File: src/rtl/if_fetch_unit_pkg.sv
// Shared widths, stall encodings and hold-FSM states for the instruction-fetch stage.
// The bus width depends on IF_ALIGN_CHECK_EN, which adds the adel flag to the IF->ID bus.
package if_fetch_unit_pkg;

   localparam int STALL_W = 2;
   localparam logic STOP = 1'b1;
   localparam logic NO_STOP = 1'b0;
   localparam int BR_WD = 33;

`ifdef IF_ALIGN_CHECK_EN
   localparam int IF_TO_ID_WD = 34;
`else
   localparam int IF_TO_ID_WD = 33;
`endif

   localparam logic [31:0] DEFAULT_RESET_PC = 32'hBFBF_FFFC;

   typedef enum logic {
      HOLD_RUN  = 1'b0,
      HOLD_HOLD = 1'b1
   } hold_state_e;

   function automatic logic [31:0] pcPlus4(input logic [31:0] pc);
      return pc + 32'd4;
   endfunction

endpackage

File: src/rtl/if_inst_hold.sv
// RUN/HOLD instruction buffer: captures the SRAM word when IF/ID stalls so it is never lost.
module if_inst_hold
   import if_fetch_unit_pkg::*;
(
   input  logic        clk,
   input  logic        rst,
   input  logic        stall_i,
   input  logic [31:0] rdata_i,
   output logic [31:0] inst_o
);

   hold_state_e state_q;
   logic [31:0] hold_q;

   // Capture on stall entry; the held word stays visible through the release cycle.
   always_ff @(posedge clk) begin
      if (rst) begin
         state_q <= HOLD_RUN;
         hold_q  <= 32'b0;
      end else begin
         case (state_q)
            HOLD_RUN: begin
               if (stall_i == STOP) begin
                  hold_q  <= rdata_i;
                  state_q <= HOLD_HOLD;
               end
            end
            HOLD_HOLD: begin
               if (stall_i != STOP) begin
                  state_q <= HOLD_RUN;
               end
            end
            default: state_q <= HOLD_RUN;
         endcase
      end
   end

   assign inst_o = (state_q == HOLD_HOLD) ? hold_q : rdata_i;

endmodule

File: src/rtl/if_fetch_unit.sv
// Instruction-fetch stage: owns the PC, drives the instruction SRAM and replays stalled redirects.
// Define IF_ALIGN_CHECK_EN to flag misaligned PCs (adel) and suppress their fetches.
module if_fetch_unit
   import if_fetch_unit_pkg::*;
#(
   parameter logic [31:0] RESET_PC = DEFAULT_RESET_PC
) (
   input  logic                   clk,
   input  logic                   rst,
   input  logic [STALL_W-1:0]     stall,
   input  logic [BR_WD-1:0]       br_bus,
   input  logic [31:0]            inst_sram_rdata,
   output logic                   inst_sram_en,
   output logic [3:0]             inst_sram_wen,
   output logic [31:0]            inst_sram_addr,
   output logic [31:0]            inst_sram_wdata,
   output logic [IF_TO_ID_WD-1:0] if_to_id_bus,
   output logic [31:0]            id_inst
);

   logic        brE;
   logic [31:0] brAddr;
   logic [31:0] pc_q, pc_d;
   logic        ce_q;
   logic        brPend_q;
   logic [31:0] brPendAddr_q;
   logic [31:0] heldInst;

   assign brE    = br_bus[32];
   assign brAddr = br_bus[31:0];

   // A live redirect always beats a replayed one.
   always_comb begin
      pc_d = pcPlus4(pc_q);
      if (brE) begin
         pc_d = brAddr;
      end else if (brPend_q) begin
         pc_d = brPendAddr_q;
      end
   end

   always_ff @(posedge clk) begin
      if (rst) begin
         pc_q         <= RESET_PC;
         ce_q         <= 1'b0;
         brPend_q     <= 1'b0;
         brPendAddr_q <= 32'b0;
      end else if (stall[0] != STOP) begin
         pc_q     <= pc_d;
         ce_q     <= 1'b1;
         brPend_q <= 1'b0;
      end else if (brE) begin
         brPend_q     <= 1'b1;
         brPendAddr_q <= brAddr;
      end
   end

   if_inst_hold u_inst_hold (
      .clk     (clk),
      .rst     (rst),
      .stall_i (stall[1]),
      .rdata_i (inst_sram_rdata),
      .inst_o  (heldInst)
   );

   assign inst_sram_wen   = 4'b0;
   assign inst_sram_wdata = 32'b0;
   assign inst_sram_addr  = pc_q;

`ifdef IF_ALIGN_CHECK_EN
   logic adel;
   assign adel         = |pc_q[1:0];
   assign inst_sram_en = ce_q & ~adel;
   assign if_to_id_bus = {adel, ce_q, pc_q};
   assign id_inst      = adel ? 32'b0 : heldInst;
`else
   assign inst_sram_en = ce_q;
   assign if_to_id_bus = {ce_q, pc_q};
   assign id_inst      = heldInst;
`endif

endmodule

File: config.mk
export PLATFORM = sky130hd
export DESIGN_NAME = if_fetch_unit
export DESIGN_NICKNAME = d
export VERILOG_FILES = /design/src/rtl/if_fetch_unit_pkg.sv /design/src/rtl/if_inst_hold.sv /design/src/rtl/if_fetch_unit.sv
export SDC_FILE = /design/constraint.sdc
export NUM_CORES = 1
export LEC_CHECK = 0
export BUFFER_PORTS_ARGS = -buffer_cell sky130_fd_sc_hd__buf_2
export CAP_MARGIN = 25
export CORE_MARGIN = 5
export CORE_UTILIZATION = 45
export DETAILED_ROUTE_END_ITERATION = 7
export GPL_TIMING_DRIVEN = 0
export PLACE_DENSITY = 0.71
export RECOVER_POWER = 25
export SLEW_MARGIN = 5
export SYNTH_ARGS = -nofsm -noshare
export SYNTH_HDL_FRONTEND = slang
export SYNTH_SLANG_ARGS = --single-unit
File: constraint.sdc
create_clock -name clk -period 2.7 [get_ports clk]
set_clock_uncertainty 0.2 [all_clocks]
set_input_delay 0.405 -clock clk [delete_from_list [all_inputs] [get_ports clk]]
set_output_delay 0.405 -clock clk [all_outputs]
set_load 0.05 [all_outputs]
==> run metrics <==
core area 0.0120 sq mm; reg2reg end inst_sram_addr[28]; DR WL/cell 15.0 um; Fmax 0.391 GHz; HPWL after detailed placement roughly 12000 um; Synth-to-Final Area Change 25.2%; crit path kind reg2out; Synth async-reset ratio 0%; hold depth 3; CTS Buffer Depth 2; Crit path arrival time 1.95 ns; yosys warns 0; root buffer cell clkbuf_16; first-pass GRT wire length 25600 um; CTS Hold Bufs 0; WL met2 7470 um; status completed; RSZ-0062 raised after global routing false; antenna violations before repair 2; r2r startpoint inst_sram_addr[2]; CTS clk-pin slew, worst paths 0.07 ns; Worst R2R Setup Slack 0.21 ns; Starting Density a little under half; Max H-tree Level 3; nets 987; Worst-Margin Slew ~0.86 ns; Final WS setup 0.143 ns; DR iter-0 viols between 400 and 500; post-synth top area share 36.1%; top routing layer in use met5; flops & latches, synth 99; total track usage 21.6%; Max-Cap Viols 0; full die area 0.0145 sq mm; cells after synthesis around 710; Startpoint Class flip-flop; router iterations before antenna repair 7; setup violators final 0; std cell rows 40; mapped cell area 0.00549 sq mm; Netlist cell types 55; Clock Latency Late Sink 0.35 ns; pre-CTS WS 0.103 ns; fraction of the cycle the final worst path needs a little over nine tenths; total grt overflow 0; Tightest Hold Check Type in2reg; Synth Flop Type dfxtp_1; Placed Instances 1053; VDD IR max roughly 0.36 mV; hold path start inst_sram_rdata[4]; worst-path fanout max 10; CP Capture Type primary output; met3 wire length roughly 1500 um; setup tns final 0 ns; Fin. Hold Viols 0; Antenna Nets Post-Route 0; WL met1 about 6700 um; DR vias approximately 5600; CTS tree built; diodes inserted 0; total CTS buffers 9; residual DRC count 0; worst hold endpoint u_inst_hold.hold_q[4]; area leader, netlist dfxtp_1; chip width 120 um; Seq/Total Area, Yosys between 30 and 40%; EDFF count, synth 0; mean post-synth cell area 7.78 sq um; relative slew slack a little over two fifths; I/O Pins 203; most instantiated cells after synthesis 153 x nand2_1, 99 x dfxtp_1, 86 x a21oi_1, 69 x buf_4, 41 x clkbuf_1; worst reg2reg path depth 5; Critical path origin u_inst_hold.state_q; die height 120 um; Routability Congestion 0.863; number of clock sinks between 90 and 100; count leader, synth nand2_1; WP data required 2.10 ns; Post-Layout Cell Count 1069; fraction of layout cells with a size suffix above 1 27.9%; port buffer count 166; Final Max Tran Viols 0; min Tclk post-route 2.56 ns; Leak 2.98 nW; main area contributors after synthesis dfxtp_1 36%, nand2_1 10%, buf_4 9.4%; Power Dens Cells 621 mW/mm^2; Final Util 57.4%; via/cell ratio 5.20; drt total wl 16000 um; number of global-route vias before repair 5056; largest net degree at the start of global routing 16
==> cell families after synthesis <==
family                     Yosys count  share of synthesized area [%]
and+or+nand+nor                    261                           22.3
AOI/OAI and AO/OA                  175                           20.3
buffers and inverters              134                           14.0
DFF                                 99                           36.1
muxes                               34                           6.93
adders and majority gates            1                          0.228
other                                1                         0.0683
==> sequential cells by signal, summed over array words and instances (netlist names) <==
signal               flops
brPend_q                 1
u_inst_hold.state_q      1
inst_sram_addr          32
u_inst_hold.hold_q      32
inst_sram_en             1
brPendAddr_q            32
==> worst max-delay path: stages (launching register included) <==
cell,delay [ns]
dfxtp_1,0.31
clkbuf_1,0.24
clkbuf_1,0.45
mux2_2,0.40
buf_2,0.21
==> placed cells by master (no fill, tap or decap), types with 5 or more instances in the layout <==
cell and count:
a21oi_1 86, o21ai_0 18, a221oi_1 5, a221o_1 10, and3_1 6, buf_2 130
clkbuf_1 77, a2bb2oi_1 10, buf_4 69, o211ai_1 9, clkbuf_16 9, o22ai_1 6
nor2_1 16, nand2_1 153, mux2_2 32, nand2b_1 6, a211oi_1 10, conb_1 36
nand4_1 8, dfxtp_1 99, inv_1 18, nand3_1 21, nor3_1 12, nor4_1 10
==> power breakdown <==
| part | internal [W] | total, W | switching (W) |
|---|---|---|---|
| Sequential | 0.00156 | 0.00166 | 0.000103 |
| Combinational | 0.000395 | 0.00137 | 0.000977 |
| Clock | 0.000669 | 0.00124 | 0.000566 |
==> through the flow <==
step	hold slack, ns	instance area [sq um]	power [W]
6_report	0.0998	6870	0.00427
2_1_floorplan	0.231	5620	0.00275
5_1_grt	0.0892	6870	0.00447
3_5_place_dp	0.244	6630	0.00307
4_1_cts	0.0893	6910	0.00431
3_3_place_gp	0.241	6630	0.00306
==> repair_timing <==
action                     CTS  global route
buffers inserted             0             0
resized for setup            0             4
setup endpoints to repair    0            15
==> how the worst max path moves through the flow <==
stage / end / cells past startpoint
2_1_floorplan: inst_sram_addr[28] / 5
3_3_place_gp: inst_sram_addr[10] / 6
3_5_place_dp: inst_sram_addr[10] / 6
4_1_cts: id_inst[0] / 4
5_1_grt: id_inst[26] / 4
6_report: id_inst[26] / 4
==> routing by layer <==
layer	vias up	track usage, %
met5	-	0
met4	4	6.02
met3	32	6.78
met2	245	35.5
met1	2480	27.5
li1	2800	-
==> cell type report <==
cell class | count | area (sq um)
buffer | 116 | 706
timing repair buffer | 166 | 785
multi-input combinational | 507 | 2870
inverter | 18 | 67.6
fill | 1163 | 5090
sequential | 99 | 1980
clock inverter | 5 | 27.5
clock buffer | 11 | 253
tap | 147 | 184
Power figures use the tool's default switching activity.
